## src/rtl/cluster_periph_initiator_if.sv

```systemverilog
// Purpose : Command / peripheral-bus / response signal bundle for cluster_periph_initiator.
// Ports   : master = the initiator (drives cmd_ready_o, per_*_o, rsp_*_o, busy_o);
//           slave  = its environment (drives commands, grant, bus responses, rsp_ready_i).
interface cluster_periph_initiator_if #(
    parameter int PER_ID_WIDTH = 5
);
    // command side
    logic                    cmd_valid_i;
    logic                    cmd_ready_o;
    logic [31:0]             cmd_addr_i;
    logic                    cmd_wen_i;
    logic [31:0]             cmd_wdata_i;
    logic [3:0]              cmd_be_i;
    // peripheral request channel
    logic                    per_req_o;
    logic [31:0]             per_add_o;
    logic                    per_wen_o;
    logic [31:0]             per_wdata_o;
    logic [3:0]              per_be_o;
    logic [PER_ID_WIDTH-1:0] per_id_o;
    logic                    per_gnt_i;
    // peripheral response channel
    logic                    per_r_valid_i;
    logic [PER_ID_WIDTH-1:0] per_r_id_i;
    logic [31:0]             per_r_rdata_i;
    logic                    per_r_opc_i;
    // response side
    logic                    rsp_valid_o;
    logic                    rsp_ready_i;
    logic [31:0]             rsp_rdata_o;
    logic                    rsp_err_o;
    logic                    busy_o;

    modport master (
        input  cmd_valid_i, cmd_addr_i, cmd_wen_i, cmd_wdata_i, cmd_be_i,
        input  per_gnt_i, per_r_valid_i, per_r_id_i, per_r_rdata_i, per_r_opc_i,
        input  rsp_ready_i,
        output cmd_ready_o,
        output per_req_o, per_add_o, per_wen_o, per_wdata_o, per_be_o, per_id_o,
        output rsp_valid_o, rsp_rdata_o, rsp_err_o, busy_o
    );

    modport slave (
        output cmd_valid_i, cmd_addr_i, cmd_wen_i, cmd_wdata_i, cmd_be_i,
        output per_gnt_i, per_r_valid_i, per_r_id_i, per_r_rdata_i, per_r_opc_i,
        output rsp_ready_i,
        input  cmd_ready_o,
        input  per_req_o, per_add_o, per_wen_o, per_wdata_o, per_be_o, per_id_o,
        input  rsp_valid_o, rsp_rdata_o, rsp_err_o, busy_o
    );
endinterface

```

## src/rtl/cluster_periph_initiator.sv

```systemverilog
// Purpose : Single-outstanding initiator turning one command into one peripheral-bus
//           transaction (req/gnt, then ID-matched r_valid) with a WAIT_RSP timeout.
// Ports   : clk_i, rst_i (async, active-high); bus = cluster_periph_initiator_if.master.
//           Latency: accept->per_req_o 1 cycle, r_valid->rsp_valid_o 1 cycle.
//           Backpressure: cmd_ready_o only in IDLE; response held until rsp_ready_i.
module cluster_periph_initiator #(
    parameter int PER_ID_WIDTH   = 5,
    parameter int MASTER_ID      = 0,
    parameter int TIMEOUT_CYCLES = 256
) (
    input  logic                          clk_i,
    input  logic                          rst_i,
    cluster_periph_initiator_if.master    bus
);

    // Counter only needs to reach TIMEOUT_CYCLES-1.
    localparam int              CNT_W      = (TIMEOUT_CYCLES > 1) ? $clog2(TIMEOUT_CYCLES) : 1;
    localparam logic [CNT_W-1:0] CNT_LAST  = CNT_W'((TIMEOUT_CYCLES > 0) ? (TIMEOUT_CYCLES - 1) : 0);
    localparam bit              TIMEOUT_EN = (TIMEOUT_CYCLES != 0);

    typedef enum logic [1:0] {
        ST_IDLE     = 2'd0,
        ST_REQ      = 2'd1,
        ST_WAIT_RSP = 2'd2,
        ST_RESP     = 2'd3
    } state_t;

    state_t         r_state;
    logic [CNT_W-1:0] r_cnt;

    logic           r_cmd_ready;
    logic           r_per_req;
    logic [31:0]    r_per_add;
    logic           r_per_wen;
    logic [31:0]    r_per_wdata;
    logic [3:0]     r_per_be;
    logic           r_rsp_valid;
    logic [31:0]    r_rsp_rdata;
    logic           r_rsp_err;
    logic           r_busy;

    logic           w_rsp_hit;
    logic           w_timeout;

    assign w_rsp_hit = bus.per_r_valid_i && (bus.per_r_id_i == PER_ID_WIDTH'(MASTER_ID));
    assign w_timeout = TIMEOUT_EN && (r_cnt == CNT_LAST);

    always_ff @(posedge clk_i or posedge rst_i) begin
        if (rst_i) begin
            r_state     <= ST_IDLE;
            r_cnt       <= '0;
            r_cmd_ready <= 1'b1;
            r_per_req   <= 1'b0;
            r_per_add   <= 32'h0;
            r_per_wen   <= 1'b1;
            r_per_wdata <= 32'h0;
            r_per_be    <= 4'h0;
            r_rsp_valid <= 1'b0;
            r_rsp_rdata <= 32'h0;
            r_rsp_err   <= 1'b0;
            r_busy      <= 1'b0;
        end else begin
            case (r_state)
                ST_IDLE: begin
                    if (bus.cmd_valid_i) begin
                        // The per_* registers double as the command holding registers,
                        // so they keep their value after the request completes.
                        r_per_add   <= bus.cmd_addr_i;
                        r_per_wen   <= bus.cmd_wen_i;
                        r_per_wdata <= bus.cmd_wdata_i;
                        r_per_be    <= bus.cmd_be_i;
                        r_per_req   <= 1'b1;
                        r_cmd_ready <= 1'b0;
                        r_busy      <= 1'b1;
                        r_state     <= ST_REQ;
                    end
                end
                ST_REQ: begin
                    // No timeout while waiting for grant.
                    if (bus.per_gnt_i) begin
                        r_per_req <= 1'b0;
                        r_cnt     <= '0;
                        r_state   <= ST_WAIT_RSP;
                    end
                end
                ST_WAIT_RSP: begin
                    // A matching response beats a same-cycle timeout.
                    if (w_rsp_hit) begin
                        r_rsp_rdata <= bus.per_r_rdata_i;
                        r_rsp_err   <= bus.per_r_opc_i;
                        r_rsp_valid <= 1'b1;
                        r_state     <= ST_RESP;
                    end else if (w_timeout) begin
                        r_rsp_rdata <= 32'h0;
                        r_rsp_err   <= 1'b1;
                        r_rsp_valid <= 1'b1;
                        r_state     <= ST_RESP;
                    end else begin
                        r_cnt <= r_cnt + CNT_W'(1);
                    end
                end
                ST_RESP: begin
                    if (bus.rsp_ready_i) begin
                        r_rsp_valid <= 1'b0;
                        r_cmd_ready <= 1'b1;
                        r_busy      <= 1'b0;
                        r_state     <= ST_IDLE;
                    end
                end
                default: begin
                    r_state <= ST_IDLE;
                end
            endcase
        end
    end

    assign bus.cmd_ready_o = r_cmd_ready;
    assign bus.per_req_o   = r_per_req;
    assign bus.per_add_o   = r_per_add;
    assign bus.per_wen_o   = r_per_wen;
    assign bus.per_wdata_o = r_per_wdata;
    assign bus.per_be_o    = r_per_be;
    assign bus.per_id_o    = PER_ID_WIDTH'(MASTER_ID);
    assign bus.rsp_valid_o = r_rsp_valid;
    assign bus.rsp_rdata_o = r_rsp_rdata;
    assign bus.rsp_err_o   = r_rsp_err;
    assign bus.busy_o      = r_busy;

endmodule

```

## src/flat_wrapper.sv

```systemverilog
// flat-port wrapper written by rule: the top's interface ports become plain ports
module cluster_periph_initiator_flat 
#(
    parameter int PER_ID_WIDTH   = 5,
    parameter int MASTER_ID      = 0,
    parameter int TIMEOUT_CYCLES = 256
)
  (clk_i, rst_i, bus_cmd_valid_i, bus_cmd_addr_i, bus_cmd_wen_i, bus_cmd_wdata_i, bus_cmd_be_i, bus_per_gnt_i, bus_per_r_valid_i, bus_per_r_id_i, bus_per_r_rdata_i, bus_per_r_opc_i, bus_rsp_ready_i, bus_cmd_ready_o, bus_per_req_o, bus_per_add_o, bus_per_wen_o, bus_per_wdata_o, bus_per_be_o, bus_per_id_o, bus_rsp_valid_o, bus_rsp_rdata_o, bus_rsp_err_o, bus_busy_o);
  cluster_periph_initiator_if #(.PER_ID_WIDTH(PER_ID_WIDTH)) bus_i ();
  input  logic clk_i;
  input  logic rst_i;
  input wire logic [$bits(bus_i.cmd_valid_i)-1:0] bus_cmd_valid_i;
  input wire logic [$bits(bus_i.cmd_addr_i)-1:0] bus_cmd_addr_i;
  input wire logic [$bits(bus_i.cmd_wen_i)-1:0] bus_cmd_wen_i;
  input wire logic [$bits(bus_i.cmd_wdata_i)-1:0] bus_cmd_wdata_i;
  input wire logic [$bits(bus_i.cmd_be_i)-1:0] bus_cmd_be_i;
  input wire logic [$bits(bus_i.per_gnt_i)-1:0] bus_per_gnt_i;
  input wire logic [$bits(bus_i.per_r_valid_i)-1:0] bus_per_r_valid_i;
  input wire logic [$bits(bus_i.per_r_id_i)-1:0] bus_per_r_id_i;
  input wire logic [$bits(bus_i.per_r_rdata_i)-1:0] bus_per_r_rdata_i;
  input wire logic [$bits(bus_i.per_r_opc_i)-1:0] bus_per_r_opc_i;
  input wire logic [$bits(bus_i.rsp_ready_i)-1:0] bus_rsp_ready_i;
  output wire logic [$bits(bus_i.cmd_ready_o)-1:0] bus_cmd_ready_o;
  output wire logic [$bits(bus_i.per_req_o)-1:0] bus_per_req_o;
  output wire logic [$bits(bus_i.per_add_o)-1:0] bus_per_add_o;
  output wire logic [$bits(bus_i.per_wen_o)-1:0] bus_per_wen_o;
  output wire logic [$bits(bus_i.per_wdata_o)-1:0] bus_per_wdata_o;
  output wire logic [$bits(bus_i.per_be_o)-1:0] bus_per_be_o;
  output wire logic [$bits(bus_i.per_id_o)-1:0] bus_per_id_o;
  output wire logic [$bits(bus_i.rsp_valid_o)-1:0] bus_rsp_valid_o;
  output wire logic [$bits(bus_i.rsp_rdata_o)-1:0] bus_rsp_rdata_o;
  output wire logic [$bits(bus_i.rsp_err_o)-1:0] bus_rsp_err_o;
  output wire logic [$bits(bus_i.busy_o)-1:0] bus_busy_o;
  assign bus_i.cmd_valid_i = bus_cmd_valid_i;
  assign bus_i.cmd_addr_i = bus_cmd_addr_i;
  assign bus_i.cmd_wen_i = bus_cmd_wen_i;
  assign bus_i.cmd_wdata_i = bus_cmd_wdata_i;
  assign bus_i.cmd_be_i = bus_cmd_be_i;
  assign bus_i.per_gnt_i = bus_per_gnt_i;
  assign bus_i.per_r_valid_i = bus_per_r_valid_i;
  assign bus_i.per_r_id_i = bus_per_r_id_i;
  assign bus_i.per_r_rdata_i = bus_per_r_rdata_i;
  assign bus_i.per_r_opc_i = bus_per_r_opc_i;
  assign bus_i.rsp_ready_i = bus_rsp_ready_i;
  assign bus_cmd_ready_o = bus_i.cmd_ready_o;
  assign bus_per_req_o = bus_i.per_req_o;
  assign bus_per_add_o = bus_i.per_add_o;
  assign bus_per_wen_o = bus_i.per_wen_o;
  assign bus_per_wdata_o = bus_i.per_wdata_o;
  assign bus_per_be_o = bus_i.per_be_o;
  assign bus_per_id_o = bus_i.per_id_o;
  assign bus_rsp_valid_o = bus_i.rsp_valid_o;
  assign bus_rsp_rdata_o = bus_i.rsp_rdata_o;
  assign bus_rsp_err_o = bus_i.rsp_err_o;
  assign bus_busy_o = bus_i.busy_o;
  cluster_periph_initiator #(.PER_ID_WIDTH(PER_ID_WIDTH), .MASTER_ID(MASTER_ID), .TIMEOUT_CYCLES(TIMEOUT_CYCLES)) u_core (.clk_i(clk_i), .rst_i(rst_i), .bus(bus_i));
endmodule
```

## config.mk

```make
export PLATFORM = sky130hd
export DESIGN_NAME = cluster_periph_initiator_flat
export DESIGN_NICKNAME = d
export VERILOG_FILES = /design/src/rtl/cluster_periph_initiator_if.sv /design/src/rtl/cluster_periph_initiator.sv /design/src/flat_wrapper.sv
export SDC_FILE = /design/constraint.sdc
export NUM_CORES = 1
export LEC_CHECK = 0
export BUFFER_PORTS_ARGS = -buffer_cell sky130_fd_sc_hd__buf_4
export CORE_UTILIZATION = 35
export CTS_CLUSTER_SIZE = 10
export DETAILED_ROUTE_END_ITERATION = 8
export GPL_TIMING_DRIVEN = 0
export HOLD_SLACK_MARGIN = 0.15
export PLACE_DENSITY = 0.72
export SYNTH_ARGS = -nofsm -noshare
export SYNTH_HDL_FRONTEND = slang
export SYNTH_SLANG_ARGS = --single-unit
```

## constraint.sdc

```tcl
create_clock -name clk_i -period 9.2 [get_ports clk_i]
set_input_delay 2.76 -clock clk_i [delete_from_list [all_inputs] [get_ports clk_i]]
set_output_delay 2.76 -clock clk_i [all_outputs]
set_load 0.02 [all_outputs]
```

Word-level counts from Yosys, hierarchy flattened
Index checks and enable logic that the tools add are counted.
{ "word_totals": {"ff_bits": 116, "latchBits": 0, "mem_bits_rw": 0, "mem_bits_ro": 0, "in_bits": 113, "output_inout_bits": 111, "elab_cells": 62, "mem_count": 0} }
{ "classes": {"n_addsub": 1, "multipliers": 0, "div_mod_pow": 0, "order_cmp": 0, "n_eq_ne": 10, "n_shift": 0, "mux": 24, "n_bitwise": 0, "reduce_logical": 15} }
{ "op_table": {"columns": ["cell", "n"], "rows": [
  ["32-bit 2-to-1 mux", 2],
  ["8-bit 2-to-1 mux", 3],
  ["8-bit one-hot mux with 2 select lines", 1],
  ["2-bit 2-to-1 mux", 5],
  ["2-bit != test (second input constant)", 5],
  ["2-bit nonzero test", 5],
  ["3-bit AND reduction", 3],
  ["8-bit by 1-bit adder with 8-bit output (second input constant)", 1],
  ["8-bit == test (second input constant)", 1],
  ["1-bit 2-to-1 mux", 8],
  ["1-bit one-hot mux with 2 select lines", 4],
  ["2-bit one-hot mux with 4 select lines", 1],
  ["4-bit AND reduction", 2],
  ["5-bit logical NOT", 1],
  ["2-bit == test (second input constant)", 2],
  ["2-bit AND reduction", 2],
  ["3-bit by 1-bit != test with 1-bit output (second input constant)", 1],
  ["2-bit by 1-bit == test with 1-bit output (second input constant)", 1],
  ["2-bit logical NOT", 1],
  ["1-bit logical AND", 1]
]} }

Logic depth before layout (Yosys ltp)
{ "depth": {"depth_word": 4, "ltp_mapped": 7, "mapped_depth_nobuf": 6} }

Least setup slack after synthesis
No wires, ideal clock.
{ "synth_timing": {"kind": "input-to-reg", "start": "in bus_per_r_id_i[1]", "end": "reg u_core.r_state[1]", "setup_time_ns": 0.128, "arrival_ns": 4.076, "required_ns": 9.072, "path_slack_ns": 4.997, "cell_stages": 4, "path_buffers": 0, "cell_sequence": "or4_4 -> o22a_1 -> a21oi_2 -> mux2_1"} }
{ "synth_between": {"elab_chain_len": 4, "elab_cells_between_ends": 6, "cone_classes": "1 x eq/ne; 2 x mux; 3 x reduce/logical"} }
{ "synth_rtl": {"columns": ["element", "line", "rtl"], "rows": [
  ["start: declaration", "flat_wrapper.sv:19", "input wire logic [$bits(bus_i.per_r_id_i)-1:0] bus_per_r_id_i;"],
  ["5-bit logical NOT *", "cluster_periph_initiator.sv:45", "assign w_rsp_hit = bus.per_r_valid_i && (bus.per_r_id_i == PER_ID_WIDTH'(MASTER_ID));"],
  ["1-bit logical AND *", "cluster_periph_initiator.sv:45", null],
  ["3-bit by 1-bit != test with 1-bit output (no source line) / 2-bit 2-to-1 mux (equally long branches)", null, null],
  ["4-bit AND reduction (no source line) / 2-bit one-hot mux with 4 select lines (equally long branches)", null, null],
  ["end signal: assignment", "cluster_periph_initiator.sv:50", "r_state <= ST_IDLE;"],
  ["end signal: assignment", "cluster_periph_initiator.sv:75", "r_state <= ST_REQ;"],
  ["end signal: assignment", "cluster_periph_initiator.sv:83", "r_state <= ST_WAIT_RSP;"],
  ["end: declaration", "cluster_periph_initiator.sv:28", "state_t r_state;"]
]} }
Every way passes the cells marked *; elsewhere a longest branch is shown, timed or not.
A chain may end at the register's enable or synchronous reset.

Worst setup path after layout
Same ends and word-level chain as after synthesis.

==> flow_metrics.env <==
export IMPL_arrival_ps=4310
export IMPL_numCtsBuffers=17
export IMPL_hold_path_class="reg -> reg"
export IMPL_cp_slowest_stage_delay_ps=550
export IMPL_ant_nets=0
export IMPL_status="finished clean"
export IMPL_clock_sinks=116
export IMPL_dp_cells=721
export IMPL_hold_buffers=0
export IMPL_post_route_period_util=0.4383
export IMPL_area_growth_pct=53.69
export IMPL_die_h_um=117.6
export IMPL_clkTransAtPathRegs_ps=50
export IMPL_grt_pass1_wl_mm=19.38
export IMPL_clock_fmax_mhz=248.0
export IMPL_grt_setup_unrepaired="false"
export IMPL_crit_chain="buf_4 -> or4_4 -> o22a_1 -> a21oi_2 -> mux2_1"
export IMPL_worst_pin_slew_ps=783.0
export IMPL_whs_ps=501.7
export IMPL_multi_input_area_mm2=0.001628
export IMPL_wirelength_mm=11.67
export IMPL_setup_viol=0
export IMPL_rows=41
export IMPL_vias=3567
export IMPL_htreeDepth=4
export IMPL_finalNonFillerCells=753
export IMPL_crit_path_top_delay_cell="or4_4"
export IMPL_yosysWarnings=0
export IMPL_drc=0
export IMPL_layout_drive_gt1_share=0.5869
export IMPL_postCtsSetupBuffers=0
export IMPL_fp_dieW_um=117.6
export IMPL_hold_viol=0
export IMPL_clock_path_buffers=2
export IMPL_first_global_vias=3797
export IMPL_antenna_found_initial=0
export IMPL_ir_drop_v=0.0001057
export IMPL_cts_root_buffer="clkbuf_16"
export IMPL_wire_per_inst_um=15.50
export IMPL_power_leakage_uw=0.003539
export IMPL_worst_setup_path_start_kind="primary input"
export IMPL_finish_instance_area_mm2=0.007184
export IMPL_yosysSeqAreaShare=0.6215
export IMPL_worstPathMaxFanout=7
export IMPL_ys_flop_type="dfrtp_1"
export IMPL_fin_crit_ps=4032
export IMPL_powerDensity_mw_per_mm2=352.0
export IMPL_dr_first_iter_drc_count=150
export IMPL_cts_tree="built"
export IMPL_cts_repair_resized=0
export IMPL_required_ps=9480
export IMPL_viasPerCell=4.737
export IMPL_die_area_mm2=0.01382
export IMPL_netlist_instances=326
export IMPL_core_mm2=0.01282
export IMPL_yosys_register_bits=116
export IMPL_place_congestion=0.7721
export IMPL_placed_area_mm2=0.006571
export IMPL_synth_edf_count=0
export IMPL_yosysUniqueCellTypes=46
export IMPL_ys_async_sr_fraction=1.000
export IMPL_setup_tns_ps=0
export IMPL_diodes=0
export IMPL_finClkSkew_ps=9.921
export IMPL_utilization=0.5602
export IMPL_dr_pass1_iters=4
export IMPL_portBuffers=218
export IMPL_end_kind="register"
export IMPL_syn_area_mm2=0.004674
export IMPL_avgSynthCellArea_um2=14.34
export IMPL_start_util=0.3645
export IMPL_io_pins=224
export IMPL_slew_headroom=0.4780
export IMPL_criticalPathCategory="in -> reg"
export IMPL_grt_max_degree=64
export IMPL_fin_nets=686
export IMPL_cap_violations=0
export IMPL_drv_slew=0
export IMPL_clock_latency_ps=400
export IMPL_place_hpwl_mm=8.789
export IMPL_grt_usage=0.1792
export IMPL_grt_overflow=0
export IMPL_seq_area_mm2=0.002905
export IMPL_fill_cells=1098
state kept, by name, indices dropped and copies added, names as in the netlist:
register / cells
u_core.bus.per_add_o: 32
u_core.bus.per_be_o: 4
u_core.bus.per_wdata_o: 32
u_core.bus.busy_o: 1
u_core.bus.cmd_ready_o: 1
u_core.r_cnt: 8
u_core.bus.rsp_rdata_o: 32
u_core.r_state: 2
u_core.bus.rsp_valid_o: 1
u_core.bus.rsp_err_o: 1
u_core.bus.per_req_o: 1
u_core.bus.per_wen_o: 1
cell families after synthesis:
| family | share of synthesized area |
|---|---|
| simple gates | 0.06157 |
| other cells | 0.0008022 |
| buf+inv | 0.03346 |
| mux | 0.1751 |
| flops | 0.6215 |
| fa+ha+maj | 0.01338 |
| compound gates | 0.09422 |
critical path: cells and delay by family:
family / cells / cell delay [ps]
simple gates: 1 / 550
compound gates: 2 / 540
buf+inv: 1 / 110
mux: 1 / 350
power by group:
part | internal (uW) | switching (uW) | leakage [uW]
clock network | 453 | 222 | 0.000299
registers | 724 | 121 | 0.00144
logic | 497 | 512 | 0.00180
total | 1670 | 855 | 0.00354
stage by stage:
step,total power (uW),setup WS (ps)
finish,2529,5168
global route,2659,5103
CTS,2557,5192
detailed placement,1871,4791
global placement,1841,2110
floorplan,1415,3371
Yosys cell counts, types with 2 or more instances:
| library cell | count | area (um^2) |
|---|---|---|
| o311ai_1 | 2 | 17.52 |
| buf_4 | 8 | 60.06 |
| nand4_1 | 3 | 18.77 |
| nor2_1 | 2 | 7.510 |
| a21oi_1 | 5 | 25.02 |
| or2_2 | 2 | 12.51 |
| mux2_2 | 69 | 777.0 |
| nand2_1 | 14 | 52.55 |
| dfstp_2 | 2 | 52.55 |
| buf_1 | 7 | 26.28 |
| nand2b_1 | 4 | 25.02 |
| nand3_1 | 12 | 60.06 |
| buf_2 | 2 | 10.01 |
| mux2i_1 | 3 | 30.03 |
| o21ai_1 | 2 | 10.01 |
| buf_6 | 3 | 33.78 |
| ha_1 | 5 | 62.56 |
| or4_1 | 2 | 15.01 |
| a22o_1 | 33 | 289.0 |
| o21ai_0 | 2 | 10.01 |
| dfrtp_1 | 114 | 2853 |
| inv_1 | 6 | 22.52 |
layout by cell type (no fill, tap or decap), types with 2 or more instances in the layout:
| cell type | n |
|---|---|
| buf_2 | 2 |
| inv_1 | 5 |
| bufinv_16 | 3 |
| buf_6 | 3 |
| nand3_1 | 12 |
| clkinvlp_4 | 2 |
| buf_4 | 226 |
| mux2i_1 | 3 |
| or2_2 | 2 |
| mux2_2 | 69 |
| ha_1 | 5 |
| nor2_1 | 2 |
| clkinv_2 | 4 |
| clkbuf_1 | 3 |
| nand4_1 | 3 |
| nand2_1 | 14 |
| conb_1 | 5 |
| o311ai_1 | 2 |
| clkbuf_8 | 4 |
| buf_1 | 7 |
| or4_1 | 2 |
| o21ai_1 | 2 |
| a21oi_1 | 5 |
| dfrtp_1 | 114 |
| a22o_1 | 33 |
| nand2b_1 | 4 |
| dfstp_2 | 2 |
| clkbuf_16 | 17 |
| o21ai_0 | 2 |
layout make-up:
type,count,share of cell area
inverters,6,0.003483
clock buffers,23,0.06792
multi-input cells,187,0.2266
flip-flops and latches,116,0.4044
plain buffers,21,0.01863
clock inverters,9,0.01742
well taps,172,0.02995
repair buffers,219,0.2316
per-layer routing:
| metal | routed length, um | vias to the layer above | global-route usage |
|---|---|---|---|
| met2 | 5830 | 151 | 0.3040 |
| li1 | - | 1676 | - |
| met5 | 0 | - | 0 |
| met4 | 282 | 0 | 0.07933 |
| met3 | 750 | 22 | 0.05475 |
| met1 | 4811 | 1718 | 0.2084 |
path summary, 6_finish.rpt:
kind	start	endpoint	slack [ps]	cells past startpoint
setup / recovery	bus_per_r_id_i[1]	u_core.r_state[1]$_DFFE_PP0P_	5170	5
hold / removal	u_core.bus.per_add_o[21]$_DFFE_PP0P_	u_core.bus.per_add_o[21]$_DFFE_PP0P_	500	1
setup reg to reg	u_core.r_state[0]$_DFFE_PP0P_	u_core.bus.per_add_o[18]$_DFFE_PP0P_	7170	5
hold reg to reg	u_core.bus.per_add_o[21]$_DFFE_PP0P_	u_core.bus.per_add_o[21]$_DFFE_PP0P_	500	1
max in group asynchronous	rst_i	u_core.bus.cmd_ready_o$_DFFE_PP1P_	5900	3
min in group asynchronous	rst_i	u_core.bus.per_wdata_o[12]$_DFFE_PP0P_	2520	2
Power figures use the tool's default switching activity.
